[src/rtl/lcd_disp_pkg.sv]
// lcd_disp_pkg: shared widths, blank name and FSM state
// for the multi-slot LCD display sequencer.
package lcd_disp_pkg;

  localparam int NAME_W  = 40;
  localparam int VALUE_W = 32;
  localparam int NUM_W   = 6;

  localparam logic [NAME_W-1:0] BLANK_NAME =
    40'h2020202020;

  typedef enum logic [1:0] {
    IDLE,
    SEND,
    GAP
  } state_e;

endpackage

[src/rtl/lcd_disp_rr_pick.sv]
// lcd_disp_rr_pick: round-robin first-set finder.
// Scans vec starting at ptr, wrapping at NUM_CH.
module lcd_disp_rr_pick
  import lcd_disp_pkg::*;
#(
  parameter int NUM_CH = 8,
  localparam int CHW = (NUM_CH > 1) ? $clog2(NUM_CH) : 1
) (
  input  logic [NUM_CH-1:0] vec,
  input  logic [CHW-1:0]    ptr,
  output logic              found,
  output logic [CHW-1:0]    idx
);

  // walk offsets from far to near so the nearest set bit wins
  always_comb begin
    logic [CHW:0] pos;
    found = 1'b0;
    idx   = '0;
    pos   = '0;
    for (int i = NUM_CH - 1; i >= 0; i--) begin
      pos = {1'b0, ptr} + (CHW+1)'(i);
      if (pos >= (CHW+1)'(NUM_CH))
        pos = pos - (CHW+1)'(NUM_CH);
      if (vec[pos[CHW-1:0]]) begin
        found = 1'b1;
        idx   = pos[CHW-1:0];
      end
    end
  end

endmodule

[src/rtl/lcd_disp_seq.sv]
// lcd_disp_seq: event-driven multi-slot LCD sequencer.
// Option macro LCD_DISP_REFRESH_EN adds a periodic repaint.
module lcd_disp_seq
  import lcd_disp_pkg::*;
#(
  parameter int NUM_CH         = 8,
  parameter int BASE_NUM       = 1,
  parameter int GAP_CYCLES     = 16,
  parameter int INPUT_CH       = 0,
  parameter int REFRESH_CYCLES = 50_000_000,
  localparam int CHW = (NUM_CH > 1) ? $clog2(NUM_CH) : 1
) (
  input  logic               clk,
  input  logic               reset,
  input  logic               wr_en,
  input  logic [CHW-1:0]     wr_ch,
  input  logic [NAME_W-1:0]  wr_name,
  input  logic [VALUE_W-1:0] wr_value,
  input  logic               input_valid,
  input  logic [VALUE_W-1:0] input_value,
  output logic               display_valid,
  output logic [NAME_W-1:0]  display_name,
  output logic [VALUE_W-1:0] display_value,
  output logic [NUM_W-1:0]   display_number,
  output logic               busy,
  output logic [CHW:0]       pending_cnt
);

  localparam int GW = $clog2(GAP_CYCLES + 1);

  logic [NAME_W-1:0]  name_q  [NUM_CH];
  logic [NAME_W-1:0]  name_d  [NUM_CH];
  logic [VALUE_W-1:0] value_q [NUM_CH];
  logic [VALUE_W-1:0] value_d [NUM_CH];
  logic [NUM_CH-1:0]  dirty_q, dirty_d;
  logic [NUM_CH-1:0]  set_v, clr_v;

  state_e             state_q, state_d;
  logic [CHW-1:0]     ptr_q, ptr_d;
  logic [CHW-1:0]     sel_q, sel_d;
  logic [GW-1:0]      gap_q, gap_d;
  logic [NAME_W-1:0]  dname_q, dname_d;
  logic [VALUE_W-1:0] dval_q, dval_d;
  logic [NUM_W-1:0]   dnum_q, dnum_d;

  logic               pick_found;
  logic [CHW-1:0]     pick_idx;
  logic               wr_hit;
  logic               refresh;

  assign wr_hit = wr_en && (32'(wr_ch) < NUM_CH);

`ifdef LCD_DISP_REFRESH_EN
  localparam int RW =
    (REFRESH_CYCLES > 1) ? $clog2(REFRESH_CYCLES) : 1;
  logic [RW-1:0] rcnt_q, rcnt_d;

  // free-running repaint timer, pulses on wrap
  always_comb begin
    refresh = (rcnt_q == RW'(REFRESH_CYCLES - 1));
    rcnt_d  = refresh ? '0 : rcnt_q + 1'b1;
  end

  // repaint timer register
  always_ff @(posedge clk or posedge reset) begin
    if (reset) rcnt_q <= '0;
    else       rcnt_q <= rcnt_d;
  end
`else
  assign refresh = 1'b0;
`endif

  lcd_disp_rr_pick #(
    .NUM_CH (NUM_CH)
  ) u_pick (
    .vec   (dirty_q),
    .ptr   (ptr_q),
    .found (pick_found),
    .idx   (pick_idx)
  );

  // slot storage update; host write beats touch input
  always_comb begin
    name_d  = name_q;
    value_d = value_q;
    set_v   = '0;
    if (wr_hit) begin
      name_d[wr_ch]  = wr_name;
      value_d[wr_ch] = wr_value;
      set_v[wr_ch]   = 1'b1;
    end
    if (input_valid &&
        !(wr_hit && wr_ch == CHW'(INPUT_CH))) begin
      value_d[INPUT_CH] = input_value;
      set_v[INPUT_CH]   = 1'b1;
    end
    dirty_d = (dirty_q & ~clr_v) | set_v
            | {NUM_CH{refresh}};
  end

  // slot storage; everything dirty out of reset
  always_ff @(posedge clk or posedge reset) begin
    if (reset) begin
      for (int i = 0; i < NUM_CH; i++) begin
        name_q[i]  <= BLANK_NAME;
        value_q[i] <= '0;
      end
      dirty_q <= '1;
    end else begin
      name_q  <= name_d;
      value_q <= value_d;
      dirty_q <= dirty_d;
    end
  end

  // pick / send / gap sequencing
  always_comb begin
    state_d = state_q;
    ptr_d   = ptr_q;
    sel_d   = sel_q;
    gap_d   = gap_q;
    dname_d = dname_q;
    dval_d  = dval_q;
    dnum_d  = dnum_q;
    clr_v   = '0;
    unique case (state_q)
      IDLE: begin
        if (pick_found) begin
          sel_d   = pick_idx;
          dname_d = name_q[pick_idx];
          dval_d  = value_q[pick_idx];
          dnum_d  = NUM_W'(BASE_NUM)
                  + NUM_W'(pick_idx);
          state_d = SEND;
        end
      end
      SEND: begin
        clr_v[sel_q] = 1'b1;
        ptr_d = (sel_q == CHW'(NUM_CH - 1))
              ? '0 : sel_q + 1'b1;
        gap_d   = '0;
        state_d = GAP;
      end
      GAP: begin
        if (gap_q == GW'(GAP_CYCLES - 1))
          state_d = IDLE;
        else
          gap_d = gap_q + 1'b1;
      end
      default: state_d = IDLE;
    endcase
  end

  // sequencer and latched output registers
  always_ff @(posedge clk or posedge reset) begin
    if (reset) begin
      state_q <= IDLE;
      ptr_q   <= '0;
      sel_q   <= '0;
      gap_q   <= '0;
      dname_q <= '0;
      dval_q  <= '0;
      dnum_q  <= '0;
    end else begin
      state_q <= state_d;
      ptr_q   <= ptr_d;
      sel_q   <= sel_d;
      gap_q   <= gap_d;
      dname_q <= dname_d;
      dval_q  <= dval_d;
      dnum_q  <= dnum_d;
    end
  end

  // dirty-bit popcount
  always_comb begin
    pending_cnt = '0;
    for (int i = 0; i < NUM_CH; i++)
      pending_cnt = pending_cnt + (CHW+1)'(dirty_q[i]);
  end

  assign busy           = (state_q != IDLE) || (|dirty_q);
  assign display_valid  = (state_q == SEND);
  assign display_name   = dname_q;
  assign display_value  = dval_q;
  assign display_number = dnum_q;

endmodule

[config.mk]
export PLATFORM = sky130hd
export DESIGN_NAME = lcd_disp_seq
export DESIGN_NICKNAME = d
export VERILOG_FILES = /design/src/rtl/lcd_disp_pkg.sv /design/src/rtl/lcd_disp_rr_pick.sv /design/src/rtl/lcd_disp_seq.sv
export SDC_FILE = /design/constraint.sdc
export NUM_CORES = 1
export LEC_CHECK = 0
export BUFFER_PORTS_ARGS = -buffer_cell sky130_fd_sc_hd__clkbuf_2
export CAP_MARGIN = 5
export CORE_ASPECT_RATIO = 0.8
export CORE_MARGIN = 2
export CORE_UTILIZATION = 60
export CTS_BUF_LIST = sky130_fd_sc_hd__clkbuf_8
export DETAILED_ROUTE_END_ITERATION = 10
export MAX_ROUTING_LAYER = met4
export PLACE_DENSITY = 0.79
export SLEW_MARGIN = 20
export SYNTH_ARGS = -nofsm -noshare
export SYNTH_HDL_FRONTEND = slang
export SYNTH_SLANG_ARGS = --single-unit
[constraint.sdc]
create_clock -name clk -period 56.1 [get_ports clk]
set_input_delay 5.61 -clock clk [delete_from_list [all_inputs] [get_ports clk]]
set_output_delay 5.61 -clock clk [all_outputs]
set_load 0.05 [all_outputs]
==> results.md, run 1 <==
* Port bufs at 192
* H-tree levels at 3
* Starting Density at 60.98%
* Die Ht at 211.1 microns
* Mapped Cells at 2662
* First-pass GRT wire length at 135700 microns
* Clock power frac at 31.7%
* Tightest Pin Transition at 1.088 ns
* Async SR Flop Fraction at 100.0%
* Min-Delay Path Class: flip-flop to flip-flop
* Multi-input combinational cell area at 0.01433 sq mm
* FP Rows at 75
* Placeable core area at 0.05274 sq mm
* Tmin final at 9.550 ns
* Vias in the first global route at 24468
* CP Cell Sequence: fa_1, inv_1, fa_1, fa_1, inv_1, ha_1, inv_1, fa_1, xnor2_1, clkbuf_2
* Most frequent cell after synthesis: dfrtp_1
* Hold-fix buffers at CTS at 0
* Crit-path slowest cell: dfstp_2
* Seq cells post-synth at 673
* Reg area at 0.01691 sq mm
* Status: finished, final reports clean
* DRC errors left at 0
* Final period util at 17.02%
* CTS Buf Count at 105
* Final setup viols at 0
* TritonRoute pass-1 iters at 6
* Most frequent cell on the critical path: fa_1
* Skew-Pair Late Insertion Delay at 0.71 ns
* Via count at 23604
* Detailed Route Iter0 Violations at 2426
* Design area at 0.03563 sq mm
* Mapped cell area at 0.03216 sq mm
* Switching Share at 28.78%
* Layout cells sized above 1 at 36.60%
* Die width at 262.8 microns
* IO Pins at 195
* DRT Wirelength at 85640 microns
* Power per Cell Area at 36.33 mW/mm^2
* Cell-internal power at 0.9219 mW
* Maximum vdd drop at 0.02117 mV
* P&R area growth vs syn at 10.79%
* Most used DFF post-synth: dfrtp_1
* GRT Overall Usage at 31.86%
* Crit start category: flip-flop
* Reg2reg setup slack at 48.61 ns
* Synth top area cells: dfrtp_1 (49%), mux2_2 (20%), dfstp_2 (3.9%)
* CTS sink count at 673
* Max Root-Sink Buffers at 3
* Post-Layout Cell Count at 3565
* Final hold violations at 0
* Post-synthesis sequential area ratio at 52.56%
* Cells after DPL at 3371
* RSZ-0062 raised after global routing: no
* Wire per inst at 24.02 microns
* Comb power frac at 17.6%
* Total gr overflow at 0
* Worst-path clk slew at 0.06 ns
* Largest net degree at the start of global routing at 180
* Post-synth EDFFs at 0
* Top-area cell type share of the netlist area at 48.64%
* Max cap viols at 0
* CP Max Fanout at 12
* Initial antenna violation count at 2
* Crit Path Category: flip-flop to output pin
* Synth cell count leaders: dfrtp_1 (625), mux2_2 (584), nand2_1 (254)
* CTS tree: built
* Vias per Instance at 6.621
* PostCTS Resize Cnt at 0
* Final Skew at 0.02657 ns
* Post-CTS setup buffers at 0
* HPWL after DPL at 49130 microns
* Slew headroom at 27.47%
* Syn Area/Cell at 12.08 sq um
* CTS root buffer: clkbuf_8
* FMAX at 104.7 MHz
* Antenna viol nets, final at 0
* Fill cell count at 3766
* Worst Setup End Kind: output pin
* Placed Area at 0.03347 sq mm
* Sequential share of power at 50.7%
* Yosys cell types at 72
* Lkg Pwr at 15.81 nW
* Ys Warns at 0
* Nets at 2912
* Slew Limit Fails at 0
* CP peak stage delay at 0.65 ns
* Gpl congestion at 0.8632
* Req. time, crit path at 50.49 ns
* Psw at 0.3725 mW
* Crit path DAT at 3.94 ns
* Setup TNS at 0 ns
* Yosys top cell by area: dfrtp_1
* Die area at 0.05547 sq mm
critical path: cells and delay by family, from the launching register on:
family,cells,cell delay (ns)
adder cells (fa/ha/maj),5,1.89
XOR/XNOR,1,0.18
flip-flops,1,0.65
buffers and inverters,4,0.51
logic make-up (layout without fill, tap and decap cells):
kind of cell               count (synthesis)  in the layout  share of synthesized area (%)
buffers and inverters                    241            447                          3.210
muxes                                    684            684                          24.28
adders and majority gates                 15             15                         0.6770
AOI/OAI and AO/OA                        561            561                          12.72
and+or+nand+nor                          481            481                          6.385
DFF                                      673            673                          52.56
other                                      1              5                        0.01166
xor gates and xnor gates                   6              6                         0.1634
final cells by class:
type,count,share of cell area [%]
Timing Repair Buffer,231,3.621
Clock buffer,129,4.983
Clock inverter,61,0.9517
Inverter,26,0.3126
Sequential cell,673,47.45
Antenna cell,3,0.02107
Tap cell,693,2.434
Multi-Input combinational cell,1749,40.23
registers in the layout, summed over array words and instances (netlist names):
signal,flops
dirty_q,8
value_q,256
display_value,32
display_number,4
display_name,40
sel_q,3
state_q,2
gap_q,5
name_q,320
ptr_q,3
routing by layer:
metal  global-route usage [%]  share of wire (%)
met5                        -                  0
met4                    10.62                2.2
met3                    5.934                8.0
met2                    50.00                 48
met1                    42.33                 42
path summary, 6_finish.rpt:
kind	startpoint	end	depth (start not counted)
max reg2reg	ptr_q[0]$_DFFE_PP0P_	display_value[3]$_DFFE_PP0P_	15
max	dirty_q[3]$_DFF_PP1_	pending_cnt[2]	10
max in group asynchronous	reset	name_q[176]$_DFFE_PP0P_	6
min reg2reg	display_number[2]$_DFFE_PP0P_	display_number[2]$_DFFE_PP0P_	2
min in group asynchronous	reset	name_q[107]$_DFFE_PP0P_	2
min	display_number[2]$_DFFE_PP0P_	display_number[2]$_DFFE_PP0P_	2
through the flow:
| step | power [mW] | setup WS [ns] | util (%) | hold slack (ns) |
|---|---|---|---|---|
| final | 1.294 | 46.55 | 67.55 | 0.4931 |
| after global routing | 1.352 | 46.40 | 67.55 | 0.5130 |
| after CTS | 1.298 | 46.52 | 67.48 | 0.4982 |
| after detailed placement | 0.8900 | 46.78 | 63.47 | 0.4827 |
| after global placement | 0.8691 | 46.94 | 63.47 | 0.4689 |
| after floorplan | 0.8245 | 31.70 | - | 0.4610 |
cell usage in the layout, fill, tap and decap left out, types with 15 or more instances in the layout:
master | Yosys | final
a21oi_1 | 80 | 80
o21ai_0 | 92 | 91
inv_1 | 22 | 72
o211ai_1 | 28 | 28
nor4_1 | 24 | 24
a222oi_1 | 24 | 24
o22ai_1 | 49 | 49
nor2_1 | 131 | 130
a32o_1 | 31 | 31
dfrtp_1 | 625 | 624
mux4_2 | 16 | 16
buf_4 | 13 | 36
clkbuf_2 | 1 | 192
o21bai_1 | 25 | 25
a22oi_1 | 28 | 28
clkbuf_8 | 0 | 129
nand2_1 | 254 | 253
dfstp_2 | 48 | 48
a2111o_1 | 32 | 32
mux2_2 | 584 | 584
a221oi_1 | 64 | 64
mux2i_1 | 72 | 72
o221ai_1 | 15 | 15
a31oi_1 | 34 | 34
power groups by stage:
stage | Clock [mW] | Combinational, mW | Sequential, mW
4_1_cts | 0.415 | 0.229 | 0.654
3_3_place_gp | 0 | 0.217 | 0.652
5_1_grt | 0.437 | 0.248 | 0.668
2_1_floorplan | 0 | 0.142 | 0.683
3_5_place_dp | 0 | 0.228 | 0.662
6_report | 0.410 | 0.228 | 0.656
Note: power is estimated with default switching activity, not from simulation.
==> run 2, diff against run 1 <==
Settings changed: CORE_UTILIZATION 60 to 57, PLACE_DENSITY 0.79 to 0.78.
Clock period 56.1 ns to 8.7 ns, I/O delays scaled along.
==> results.md, run 2 (synthesis gave the netlist of run 1 again) <==
* Status: finished, final reports clean
* Tmin final at 6.377 ns
* CTS Buf Count at 106
* Final period util at 73.30%
* Most frequent cells in the layout: dfrtp_1 (624), mux2_2 (584), nand2_1 (254), clkbuf_2 (192), clkbuf_8 (142)
* Die width at 269.6 microns
* RSZ-0062 raised after global routing: no
* Via count at 23714
* Initial antenna violation count at 7
* Worst Setup End Kind: flip-flop
* Vias per Instance at 6.526
* Crit path DAT at 6.95 ns
* Lkg Pwr at 15.89 nW
* Largest net degree at the start of global routing at 195
* Worst-path clk slew at 0.06 ns
* Fin util at 64.72%
* CTS root buffer: clkbuf_8
* Vias in the first global route at 24560
* Total gr overflow at 0
* Power per Cell Area at 236.5 mW/mm^2
* Final hold violations at 0
* Post-CTS setup buffers at 0
* Req. time, crit path at 9.28 ns
* IO Pins at 195
* FP Rows at 77
* Post-Layout Cell Count at 3634
* Skew-Pair Late Insertion Delay at 0.73 ns
* Leading cell type in the layout, fill and taps excluded: dfrtp_1
* Final Skew at 0.04240 ns
* H-tree levels at 3
* DRT Wirelength at 88600 microns
* Overall power at 8.494 mW
* Maximum vdd drop at 0.1395 mV
* CTS tree: built
* Layout cells sized above 1 at 37.07%
* TritonRoute pass-1 iters at 9
* Min-Delay Path Class: input pin to asynchronous set/reset pin
* Crit start category: flip-flop
* Slew headroom at 23.88%
* Port bufs at 192
* FMAX at 156.8 MHz
* Antenna viol nets, final at 0
* Pre-CTS setup slack at 2.142 ns
* Worst setup margin at 2.323 ns
* Nets at 2913
* CP Max Fanout at 59
* Wire per inst at 24.38 microns
* Slew Limit Fails at 0
* Max Root-Sink Buffers at 3
* Die area at 0.05834 sq mm
* GRT Overall Usage at 31.22%
* Largest register FFs at 320
* P&R area growth vs syn at 11.69%
* Biggest register: name_q
* Max cap viols at 0
* PostCTS Resize Cnt at 0
* Cells after DPL at 3427
* DRC errors left at 0
* Gpl congestion at 0.8709
* Hold-fix buffers at CTS at 0
* Fin Hold WS at 0.2603 ns
* Placeable core area at 0.05549 sq mm
* Die Ht at 216.4 microns
* CTS sink count at 673
* Final setup viols at 0
* Starting Density at 57.95%
* Detailed Route Iter0 Violations at 2732
* Tightest Pin Transition at 1.142 ns
* First-pass GRT wire length at 139600 microns
* Crit Path Category: flip-flop to flip-flop
* HPWL after DPL at 50280 microns
* Fill cell count at 4108
[run 2: cell types whose count changed in the layout (fill, tap and decap cells not counted), moves of 2 or more]
cell        delta
clkinvlp_4     -2
inv_1         -10
buf_4          -6
clkbuf_8      +13
bufinv_16      -2
buf_12         +4
diode_2        +5
inv_6          +3
clkinv_2       +4
[run 2: routing by layer]
metal	share of wire, %	track usage [%]	routed length (microns)
met5	0	-	0
met4	2.5	10.50	2211
met3	9.0	6.393	7933
met2	47	47.45	41280
met1	42	42.25	37180
[run 2: final cells by class]
class                           count  area (sq um)  area share [%]
Inverter                           26         107.6          0.2996
Clock buffer                      142          1954           5.442
Antenna cell                        8         20.02         0.05574
Multi-Input combinational cell   1749         14340           39.92
Tap cell                          750         938.4           2.613
Timing Repair Buffer              231          1364           3.797
Clock inverter                     55         290.3          0.8082
Sequential cell                   673         16910           47.07
[run 2: final timing paths]
kind	start	end	slack, ns	cells after the start
min in group clk	input_value[18]	value_q[242]$_DFFE_PP0P_	0.44	3
worst max register to register	ptr_q[0]$_DFFE_PP0P_	display_value[22]$_DFFE_PP0P_	2.32	15
max in group asynchronous	reset	value_q[171]$_DFFE_PP0P_	6.52	5
worst max-delay path	ptr_q[0]$_DFFE_PP0P_	display_value[22]$_DFFE_PP0P_	2.32	15
worst min-delay path	reset	name_q[71]$_DFFE_PP0P_	0.26	3
worst min register to register	display_number[2]$_DFFE_PP0P_	display_number[2]$_DFFE_PP0P_	0.49	2
[run 2: worst max-delay path, cell delays in order (launching register included)]
cell and delay (ns):
dfrtp_4 0.97, inv_2 0.28, ha_1 0.59, mux4_2 0.61, mux2_2 0.33, a21boi_2 0.28
o21ai_4 0.07, buf_4 0.29, a21oi_4 0.56, o21ai_4 0.34, inv_6 0.50, buf_4 0.62
nor2b_1 0.11, a211oi_1 0.23, a31oi_1 0.07, a211o_1 0.32
[run 2: through the flow]
step | TNS, ns | cell area [sq um]
floorplan | -834.45 | 32160
global placement | 0 | 33590
detailed placement | 0 | 33590
CTS | 0 | 35830
global route | 0 | 35910
finish | 0 | 35920
[run 2: report_power, final]
group | switching, mW | leakage [nW] | total (mW) | internal (mW)
sequential | 0.436 | 7.99 | 4.25 | 3.81
clock | 1.28 | 1.31 | 2.77 | 1.49
combinational | 0.762 | 6.59 | 1.47 | 0.711
